$ cat config.mk
export PLATFORM = sky130hd
export DESIGN_NAME = seq_subdiv_unit
export DESIGN_NICKNAME = d
export VERILOG_FILES = /design/src/rtl/seq_subdiv_unit.sv
export SDC_FILE = /design/constraint.sdc
export NUM_CORES = 1
export LEC_CHECK = 0
export BUFFER_PORTS_ARGS = -buffer_cell sky130_fd_sc_hd__buf_2
export CORE_ASPECT_RATIO = 0.8
export CORE_MARGIN = 4
export CORE_UTILIZATION = 45
export CTS_CLUSTER_DIAMETER = 60
export DETAILED_ROUTE_END_ITERATION = 6
export PLACE_DENSITY_LB_ADDON = 0.25
export SLEW_MARGIN = 20
export SYNTH_ARGS = -nofsm -noshare
export SYNTH_HDL_FRONTEND = slang
export SYNTH_SLANG_ARGS = --single-unit
$ cat constraint.sdc
create_clock -name clk -period 6.48 [get_ports clk]
set_input_delay 1.296 -clock clk [delete_from_list [all_inputs] [get_ports clk]]
set_output_delay 1.296 -clock clk [all_outputs]
set_load 0.02 [all_outputs]
$ cat src/rtl/seq_subdiv_unit.sv
// Sequential subtract / restoring-divide unit with start/done handshake.
// Result word: MSB = flag (negative or divide-by-zero), low WIDTH bits = magnitude or quotient.
module seq_subdiv_unit #(
    parameter int WIDTH = 7,
    parameter int CNT_W = 3
) (
    input  logic                 clk,
    input  logic                 reset,
    input  logic                 start,
    input  logic                 mode,
    input  logic [WIDTH-1:0]     a,
    input  logic [WIDTH-1:0]     b,
    output logic                 busy,
    output logic                 done,
    output logic [2*WIDTH-1:0]   result,
    output logic [WIDTH-1:0]     remainder,
    output logic                 err
);

    typedef enum logic [1:0] {
        S_IDLE = 2'd0,
        S_CALC = 2'd1,
        S_DONE = 2'd2
    } state_t;

    state_t               state_q, state_d;
    logic [WIDTH-1:0]     div_b_q, div_b_d;
    logic [WIDTH-1:0]     rem_q, rem_d;
    logic [WIDTH-1:0]     quo_q, quo_d;
    logic [CNT_W-1:0]     cnt_q, cnt_d;
    logic                 busy_q, busy_d;
    logic                 done_q, done_d;
    logic [2*WIDTH-1:0]   result_q, result_d;
    logic [WIDTH-1:0]     remainder_q, remainder_d;
    logic                 err_q, err_d;

    logic [WIDTH:0]       sub_diff_s;
    logic                 sub_neg_s;
    logic [WIDTH-1:0]     sub_mag_s;
    logic [WIDTH:0]       shift_s;
    logic [WIDTH:0]       trial_s;
    logic [WIDTH-1:0]     step_rem_s;
    logic [WIDTH-1:0]     step_quo_s;

    // Next-state, datapath step and output-register updates
    always_comb begin
        state_d     = state_q;
        div_b_d     = div_b_q;
        rem_d       = rem_q;
        quo_d       = quo_q;
        cnt_d       = cnt_q;
        result_d    = result_q;
        remainder_d = remainder_q;
        err_d       = err_q;

        sub_diff_s = {1'b0, a} - {1'b0, b};
        sub_neg_s  = sub_diff_s[WIDTH];
        if (sub_neg_s) begin
            sub_mag_s = b - a;
        end else begin
            sub_mag_s = a - b;
        end

        // A negative trial can only occur when the shifted remainder's top bit is clear,
        // so truncating shift_s on restore loses nothing.
        shift_s = {rem_q, quo_q[WIDTH-1]};
        trial_s = shift_s - {1'b0, div_b_q};
        if (!trial_s[WIDTH]) begin
            step_rem_s = trial_s[WIDTH-1:0];
            step_quo_s = {quo_q[WIDTH-2:0], 1'b1};
        end else begin
            step_rem_s = shift_s[WIDTH-1:0];
            step_quo_s = {quo_q[WIDTH-2:0], 1'b0};
        end

        case (state_q)
            S_IDLE, S_DONE: begin
                if (start) begin
                    if (!mode) begin
                        state_d     = S_DONE;
                        result_d    = {sub_neg_s, {(WIDTH-1){1'b0}}, sub_mag_s};
                        remainder_d = {WIDTH{1'b0}};
                        err_d       = 1'b0;
                    end else if (b == {WIDTH{1'b0}}) begin
                        state_d     = S_DONE;
                        result_d    = {1'b1, {(2*WIDTH-1){1'b0}}};
                        remainder_d = a;
                        err_d       = 1'b1;
                    end else begin
                        state_d = S_CALC;
                        div_b_d = b;
                        rem_d   = {WIDTH{1'b0}};
                        quo_d   = a;
                        cnt_d   = CNT_W'(WIDTH);
                    end
                end else begin
                    state_d = S_IDLE;
                end
            end
            S_CALC: begin
                rem_d = step_rem_s;
                quo_d = step_quo_s;
                cnt_d = cnt_q - {{(CNT_W-1){1'b0}}, 1'b1};
                if (cnt_q == {{(CNT_W-1){1'b0}}, 1'b1}) begin
                    state_d     = S_DONE;
                    result_d    = {1'b0, {(WIDTH-1){1'b0}}, step_quo_s};
                    remainder_d = step_rem_s;
                    err_d       = 1'b0;
                end else begin
                    state_d = S_CALC;
                end
            end
            default: begin
                state_d = S_IDLE;
            end
        endcase

        busy_d = (state_d == S_CALC);
        done_d = (state_d == S_DONE);
    end

    // State and output registers with synchronous reset
    always_ff @(posedge clk) begin
        if (reset) begin
            state_q     <= S_IDLE;
            div_b_q     <= {WIDTH{1'b0}};
            rem_q       <= {WIDTH{1'b0}};
            quo_q       <= {WIDTH{1'b0}};
            cnt_q       <= {CNT_W{1'b0}};
            busy_q      <= 1'b0;
            done_q      <= 1'b0;
            result_q    <= {(2*WIDTH){1'b0}};
            remainder_q <= {WIDTH{1'b0}};
            err_q       <= 1'b0;
        end else begin
            state_q     <= state_d;
            div_b_q     <= div_b_d;
            rem_q       <= rem_d;
            quo_q       <= quo_d;
            cnt_q       <= cnt_d;
            busy_q      <= busy_d;
            done_q      <= done_d;
            result_q    <= result_d;
            remainder_q <= remainder_d;
            err_q       <= err_d;
        end
    end

    assign busy      = busy_q;
    assign done      = done_q;
    assign result    = result_q;
    assign remainder = remainder_q;
    assign err       = err_q;

endmodule

==> results of run 1 <==
[kinds of logic after synthesis]
| group | after synthesis | synth area share (%) |
|---|---|---|
| AND/OR/NAND/NOR | 110 | 17.9 |
| flip-flops | 44 | 31.4 |
| buffers and inverters | 49 | 7.68 |
| adder cells (fa/ha/maj) | 25 | 12.0 |
| AO/OA/AOI/OAI | 109 | 26.0 |
| other | 1 | 0.134 |
| XOR/XNOR | 8 | 2.50 |
| multiplexers | 6 | 2.37 |
[cells in the final DEF (no fill, tap or decap), types with 4 or more instances in the layout]
cell       n
a21oi_1   48
nand2_1   47
dfxtp_1   44
buf_2     35
nor2_1    27
inv_1     26
ha_1      22
nand3_1   12
a211oi_1  11
a31oi_1    9
nor3_1     6
a21o_1     6
xnor2_1    6
conb_1     6
o21ai_0    5
clkbuf_8   5
a211oi_2   4
or3_1      4
mux2i_1    4
[worst min-delay path by stage]
stage,start,endpoint,slack (ps),cells past startpoint
after floorplan,div_b_q[1],div_b_q[1],440,2
after global placement,result[13],result[13],440,2
after detailed placement,div_b_q[4],div_b_q[4],450,2
after CTS,div_b_q[4],div_b_q[4],460,2
after global routing,result[13],result[13],480,2
final,result[13],result[13],450,2
[per-stage QoR]
step / hold slack (ps) / power [mW] / setup slack, ps
2_1_floorplan: 436 / 0.487 / 3540
3_3_place_gp: 438 / 0.540 / 3280
3_5_place_dp: 447 / 0.543 / 3230
4_1_cts: 459 / 0.752 / 3540
5_1_grt: 480 / 0.790 / 3410
6_report: 455 / 0.749 / 3540
[cell type report]
class	instances	share of cell area [%]
inverters	26	3.15
clock buffers	6	2.34
clock inverters	2	1.13
flip-flops and latches	44	28.4
well taps	81	3.27
multi-input cells	264	55.8
repair buffers	36	5.90
[state kept, by name (all words and copies together), names as in the netlist]
name,count
busy,1
cnt_q,3
div_b_q,7
done,1
err,1
quo_q,7
rem_q,7
remainder,7
result,8
state_q,2
[power breakdown]
| group | switching (mW) | internal, mW |
|---|---|---|
| Combinational | 0.149 | 0.0843 |
| Clock | 0.0953 | 0.115 |
| Sequential | 0.0139 | 0.292 |
| Total | 0.258 | 0.491 |
[metal layers]
layer | up-vias | part of all wire (%)
met2 | 75 | 42
li1 | 1268 | -
met4 | 0 | 0.57
met1 | 1184 | 50
met3 | 4 | 7.4
met5 | - | 0
[tightest hold or removal path, delay by kind of cell (launching register included)]
family / cells / cell delay, ps
flops: 1 / 310
compound gates: 1 / 50
simple gates: 1 / 50
==> flow_metrics.tcl, run 1 <==
set metrics [dict create \
    place_area_um2 2990 \
    synth-main-ff-cell "dfxtp_1" \
    synth_common_cells "48 x a21oi_1, 47 x nand2_1, 44 x dfxtp_1" \
    rsz0062_at_grt "false" \
    viasPerCell 5.51 \
    setup.worst_path.end "result[1]" \
    layout.nets 420 \
    synth_most_common_cell "a21oi_1" \
    worstMarginPinSlew_ps 892 \
    drive_gt1_share_pct 16.7 \
    cts_buffer_depth 2 \
    cp_data_arrival_time_ps 3100 \
    ff2ff_path_depth 5 \
    crit_required_ps 6630 \
    endpoint_kind "register" \
    first_iter_violations 150 \
    fin_skew_ps 6.71 \
    status "finished clean" \
    die_w_um 96.2 \
    fillers 597 \
    netlist_instances 352 \
    crit_type "in -> reg" \
    r2r_end "remainder[2]" \
    grt.busiest_layer "met1" \
    ys_ff_latch 44 \
    grtUsageTotal_pct 19.8 \
    cp_max_fo 7 \
    async_reset_ff_share_pct 0 \
    grtUsageMet1_pct 30.2 \
    cts_resized 0 \
    final_core_utilization_pct 51.9 \
    finalSetupViolations 0 \
    globalRouteMet3Util_pct 3.54 \
    numCtsBuffers 5 \
    grt_util_met2_pct 28.9 \
    final_cells 459 \
    syn_area_per_cell_um2 7.96 \
    dp_cells 451 \
    start_kind "input port" \
    wl_per_cell_um 15.6 \
    clk_pin_slew_ps 80 \
    yosys_warnings 0 \
    yosys-top-cells-area "dfxtp_1 31%, ha_1 9.8%, a21oi_1 8.6%" \
    cp_slowest_stage_delay_ps 420 \
    synth_edf_count 0 \
    dpl.hpwl_mm 5.26 \
    remaining_drc_errors 0 \
    gp_congestion 0.906 \
    crit_family "compound AO/OA/AOI/OAI gates" \
    drt-total-wl_mm 7.15 \
    critPathBufInv 2 \
    dieArea_um2 7560 \
    hold_viol 0 \
    floorplan.rows 25 \
    antenna_found_initial 0 \
    r2r-start "state_q[1]" \
    htreeDepth 2 \
    die_y_um 78.6 \
    grt_pass1_wl_mm 11.8 \
    clk_latency_ps 300 \
    drt-pass1-iter-count 4 \
    grt_max_degree 46 \
    fin_setup_tns_ps 0 \
    slew_headroom_pct 40.6 \
    antenna_left 0 \
    powerDensity_nw_per_um2 242 \
    cts_setup_buffers 0 \
    period_needed_ps 2940 \
    worst-path-stages 9 \
    final_area_um2 3100 \
    multi_input_area_um2 1730 \
    portBuffers 35 \
    critPathSlowestCell "ha_1" \
    seq_area_frac_synth_pct 31.4 \
    leakagePower_nw 1.35 \
    netlist.area_leader.share_pct 31.4 \
    grt_remaining_overflow 0 \
    clock_sinks 44 \
    register_area_um2 881 \
    start_util_pct 46.9 \
    syn_area_um2 2800 \
    clockRootBuffer "clkbuf_8" \
    cts.hold.buffers_added 0 \
    irDropWorstVdd_v 0.000113 \
    fin_crit_sh_pct 45.4 \
    path_cells "buf_2 -> inv_1 -> ha_1 -> nand3b_2 -> a211oi_2 -> nor2_4 -> mux2_4 -> a221oi_2 -> nor3_1" \
    hold_class "reg -> reg" \
    grt_pass1_vias 2432 \
    rrSetupSlack_ps 4150 \
    syn_to_final_growth_pct 10.5 \
    diodes 0 \
    cts_tree "yes" \
    clock.fmax_mhz 340 \
    num_vias 2531 \
    maxSlewViolCount 0 \
    coreArea_um2 5970 \
    yosysTopAreaCell "dfxtp_1" \
    startpoint "a[2]" \
    io_pins 42 \
    ys_types 52 \
    drv_cap 0 \
]
Power figures use the tool's default switching activity.
==> run 2, diff against run 1 <==
==> constraint.sdc (replaced) <==
create_clock -name clk -period 2.4 [get_ports clk]
set_input_delay 0.48 -clock clk [delete_from_list [all_inputs] [get_ports clk]]
set_output_delay 0.48 -clock clk [all_outputs]
set_load 0.02 [all_outputs]
==> flow_metrics.tcl, run 2 (synthesized netlist as in run 1, its figures left out) <==
set metrics [dict create \
    largest_register_ffs 8 \
    floorplan.rows 25 \
    critPathSlowestCell "fa_1" \
    worstMarginPinSlew_ps 832 \
    drv_cap 0 \
    num_vias 2604 \
    grt_pass1_vias 2482 \
    grtUsageTotal_pct 20.7 \
    final_common_cell "a21oi_1" \
    fin_crit_sh_pct 91.7 \
    status "finished clean" \
    cts_buffer_depth 2 \
    cp_data_arrival_time_ps 2390 \
    clk_latency_ps 310 \
    numCtsBuffers 5 \
    gp_congestion 0.898 \
    cts.hold.buffers_added 0 \
    crit_type "reg -> reg" \
    fillers 611 \
    antenna_left 0 \
    top_layer_used "met4" \
    grt_max_degree 26 \
    path_cells "inv_1 -> ha_1 -> inv_1 -> fa_1 -> a211oi_1 -> o21bai_1 -> a21oi_1 -> xnor2_1 -> a31oi_1 -> a211oi_2" \
    die_y_um 78.6 \
    crit_family "compound AO/OA/AOI/OAI gates" \
    drt-total-wl_mm 7.34 \
    grt_remaining_overflow 0 \
    fin_setup_tns_ps 0 \
    r2r_end "remainder[6]" \
    cts_resized 0 \
    critPathBufInv 2 \
    powerDensity_nw_per_um2 648 \
    start_kind "register" \
    dr_wl_met3_um 514 \
    finalSetupViolations 0 \
    drive_gt1_share_pct 19.6 \
    min-delay-start "b[6]" \
    start_util_pct 46.9 \
    io_pins 42 \
    remaining_drc_errors 0 \
    drt-pass1-iter-count 5 \
    ff2ff_path_depth 10 \
    htreeDepth 2 \
    final_cell_mix "48 x a21oi_1, 47 x nand2_1, 44 x dfxtp_1, 35 x buf_2, 27 x nor2_1" \
    die_w_um 96.2 \
    fin_skew_ps 8.98 \
    dpl.hpwl_mm 5.61 \
    coreArea_um2 5970 \
    crit_required_ps 2590 \
    dieArea_um2 7560 \
    portBuffers 35 \
    grt_pass1_wl_mm 12.2 \
    first_iter_violations 147 \
    diodes 0 \
    leakagePower_nw 1.42 \
    syn_to_final_growth_pct 14.3 \
    crit_top_cell "inv_1" \
    dp_cells 463 \
    cp_max_fo 3 \
    antenna_found_initial 0 \
    hold_viol 0 \
    cts_tree "yes" \
    clk_pin_slew_ps 80 \
    multi_input_area_um2 1730 \
    viasPerCell 5.51 \
    hold_class "in -> reg" \
    wl_met1_mm 3.71 \
    layout.nets 434 \
    wl_per_cell_um 15.5 \
    clock.fmax_mhz 454 \
    period_needed_ps 2200 \
    final_core_utilization_pct 53.6 \
    min_to "div_b_q[6]" \
    cp_slowest_stage_delay_ps 420 \
    rsz0062_at_grt "false" \
    maxSlewViolCount 0 \
    final_cells 473 \
    whs_path_depth 3 \
    clockRootBuffer "clkbuf_8" \
    rrSetupSlack_ps 200 \
    endpoint_kind "register" \
    irDropWorstVdd_v 0.000273 \
    route.met2.wl_mm 3.06 \
    register_area_um2 881 \
    slew_headroom_pct 44.5 \
    r2r-start "quo_q[6]" \
    clock_sinks 44 \
]
[run 2: cell types whose count changed in the layout (fill, tap and decap cells not counted), sizes merged]
cell	previous run	this run
buf	36	50
[run 2: per-layer routing]
layer | vias to the layer above | global-route usage, %
met5 | - | 0
met4 | 0 | 4.83
met3 | 7 | 4.98
met2 | 86 | 30.0
met1 | 1217 | 30.5
li1 | 1294 | -
[run 2: worst register-to-register path: cells and delay by family, from the launching register on]
| family | cells | cell delay [ps] |
|---|---|---|
| adder cells (fa/ha/maj) | 2 | 570 |
| flip-flops | 1 | 340 |
| XOR/XNOR | 1 | 80 |
| AO/OA/AOI/OAI | 5 | 970 |
| buffers and inverters | 2 | 120 |
[run 2: stage by stage]
step | cell area [um2] | total power, mW | setup WS (ps) | hold WS, ps
final | 3200 | 2.07 | 199 | 453
after global routing | 3200 | 2.19 | 23.2 | 461
after CTS | 3190 | 2.05 | 184 | 442
after detailed placement | 3080 | 1.48 | 20.4 | 445
after global placement | 3080 | 1.48 | 101 | 440
after floorplan | 2820 | 1.31 | 277 | 436
[run 2: timing repair]
item                       CTS  global route
setup buffers                0             2
setup endpoints to repair    0             2
hold endpoints to repair     0             0
[run 2: cell type report]
class | count | area share (%)
clock inverters | 2 | 1.09
inverters | 26 | 3.05
clock buffers | 6 | 2.27
well taps | 81 | 3.16
flip-flops and latches | 44 | 27.5
multi-input cells | 264 | 53.9
repair buffers | 50 | 8.98
[run 2: worst max path at each step]
| stage | slack (ps) | to | from | cells after the start |
|---|---|---|---|---|
| floorplan | 280 | result[1] | a[2] | 8 |
| detailed placement | 20 | result[1] | a[2] | 9 |
| global route | 20 | remainder[6] | div_b_q[2] | 9 |
| global placement | 100 | result[2] | a[1] | 9 |
| CTS | 180 | remainder[6] | quo_q[6] | 10 |
| finish | 200 | remainder[6] | quo_q[6] | 10 |
[run 2: power by group]
group / switching, mW / leakage [nW] / internal (mW)
Clock: 0.259 / 0.0552 / 0.309
Combinational: 0.413 / 1.00 / 0.267
Sequential: 0.0377 / 0.361 / 0.788
Total: 0.710 / 1.42 / 1.36
==> run 3, diff against run 2 <==
--- a/config.mk
+++ b/config.mk
@@ -12,6 +12,8 @@
 export CTS_CLUSTER_DIAMETER = 60
 export DETAILED_ROUTE_END_ITERATION = 6
 export PLACE_DENSITY_LB_ADDON = 0.25
+export REMOVE_ABC_BUFFERS = 1
+export SETUP_SLACK_MARGIN = 0.4
 export SLEW_MARGIN = 20
 export SYNTH_ARGS = -nofsm -noshare
 export SYNTH_HDL_FRONTEND = slang
==> constraint.sdc (replaced) <==
create_clock -name clk -period 1.85 [get_ports clk]
set_input_delay 0.37 -clock clk [delete_from_list [all_inputs] [get_ports clk]]
set_output_delay 0.37 -clock clk [all_outputs]
set_load 0.02 [all_outputs]
==> flow_metrics.tcl, run 3 (synthesized netlist as in run 1, its figures left out) <==
set metrics [dict create \
    status "finished, violations left" \
    violations "setup timing" \
    route.met2.wl_mm 5.64 \
    clock_sinks 44 \
    finalSetupViolations 16 \
    crit_type "reg -> reg" \
    final_cell_mix "65 x buf_4, 36 x dfxtp_1, 34 x nand2_1, 31 x buf_6, 24 x a21oi_1" \
    fin_crit_sh_pct 117 \
    cts_buffer_depth 2 \
    rsz0062_at_grt "true" \
    wl_met1_mm 4.63 \
    place_area_um2 3580 \
    layout.nets 513 \
    crit_family "compound AO/OA/AOI/OAI gates" \
    grt_pass1_vias 3085 \
    portBuffers 35 \
    fin_skew_ps 17.7 \
    num_vias 3281 \
    worstMarginPinSlew_ps 595 \
    top_layer_used "met4" \
    dieArea_um2 7560 \
    grtUsageTotal_pct 26.4 \
    die_w_um 96.2 \
    final_area_um2 4900 \
    io_pins 42 \
    die_y_um 78.6 \
    drt-total-wl_mm 11.7 \
    drv_cap 0 \
    min-delay-start "b[5]" \
    cp_max_fo 7 \
    slew_headroom_pct 60.2 \
    clk_latency_ps 320 \
    viasPerCell 5.94 \
    path_cells "inv_2 -> ha_4 -> a21oi_2 -> a211oi_4 -> or3_4 -> nand3_1 -> o211ai_1 -> a211oi_2" \
    syn_to_final_growth_pct 75.0 \
    clk_pin_slew_ps 100 \
    maxSlewViolCount 0 \
    largest_register_ffs 8 \
    dpl.hpwl_mm 6.16 \
    coreArea_um2 5970 \
    first_iter_violations 238 \
    cp_slowest_stage_delay_ps 490 \
    floorplan.rows 25 \
    antenna_left 0 \
    fin_setup_tns_ps -3820 \
    clockRootBuffer "clkbuf_8" \
    cts.hold.buffers_added 0 \
    startpoint "div_b_q[2]" \
    period_needed_ps 2160 \
    powerDensity_nw_per_um2 715 \
    hold_class "in -> reg" \
    start_util_pct 46.9 \
    drive_gt1_share_pct 59.9 \
    irDropWorstVdd_v 0.000568 \
    critPathSlowestCell "or3_4" \
    cp_data_arrival_time_ps 2410 \
    clock.fmax_mhz 464 \
    grt_pass1_wl_mm 15.4 \
    critPathBufInv 1 \
    dp_cells 525 \
    start_kind "register" \
    remaining_drc_errors 0 \
    gp_congestion 0.954 \
    endpoint_kind "register" \
    grt_max_degree 26 \
    htreeDepth 2 \
    antenna_found_initial 0 \
    hold_viol 0 \
    drt-pass1-iter-count 5 \
    setup_slack_ps -306 \
    p_total_mw 3.51 \
    crit_required_ps 2100 \
    wl_per_cell_um 21.1 \
    numCtsBuffers 5 \
    cts_tree "yes" \
    dr_wl_met3_um 823 \
    diodes 0 \
    grt_remaining_overflow 0 \
    final_cells 552 \
    r2r-start "div_b_q[2]" \
    leakagePower_nw 2.02 \
    final_common_cell "buf_4" \
]
run 3: cell count changes in the layout (fill, tap and decap cells not counted), sizes merged:
cell / change
buf: +77
clkinvlp: +1
clkbuf: +1
run 3: power by group:
group / leakage [nW] / switching [mW] / total (mW) / internal [mW]
clock: 0.0541 / 0.376 / 0.776 / 0.400
sequential: 0.364 / 0.0621 / 1.09 / 1.02
combinational: 1.60 / 0.873 / 1.64 / 0.771
run 3: layout make-up:
type | instances | area (um2)
Inverter | 26 | 115
Clock buffer | 5 | 68.8
Sequential cell | 44 | 893
Clock inverter | 3 | 42.5
Multi-Input combinational cell | 264 | 2540
Fill cell | 336 | 1070
Timing Repair Buffer | 129 | 1140
Tap cell | 81 | 101
run 3: worst paths after layout:
kind | end | slack [ps] | cells past startpoint
worst min-delay path | div_b_q[5] | 350 | 3
worst min register to register | div_b_q[6] | 470 | 2
worst max-delay path | remainder[0] | -310 | 8
worst max register to register | remainder[0] | -310 | 8
run 3: through the flow:
stage	setup WS [ps]	utilization, %	hold slack [ps]
floorplan	-384	-	430
global placement	-273	60.0	440
detailed placement	-316	60.0	442
CTS	-180	72.1	349
global route	-384	82.1	365
finish	-306	82.1	350
run 3: worst min-delay path: stages:
cell and delay (ps):
buf_4 140, nand2_1 60, a21oi_1 50
run 3: timing repair:
action,4_1_cts,5_1_grt
endpoints found under the hold margin,0,0
gates cloned,0,1
gates resized for setup,128,112
pin swaps,62,54
setup endpoints to repair,39,36
buffers inserted,9,9
run 3: per-layer routing:
layer | track usage, % | vias up
met5 | 0 | -
met4 | 9.09 | 0
met3 | 5.36 | 53
met2 | 42.6 | 178
met1 | 34.7 | 1599
li1 | - | 1451
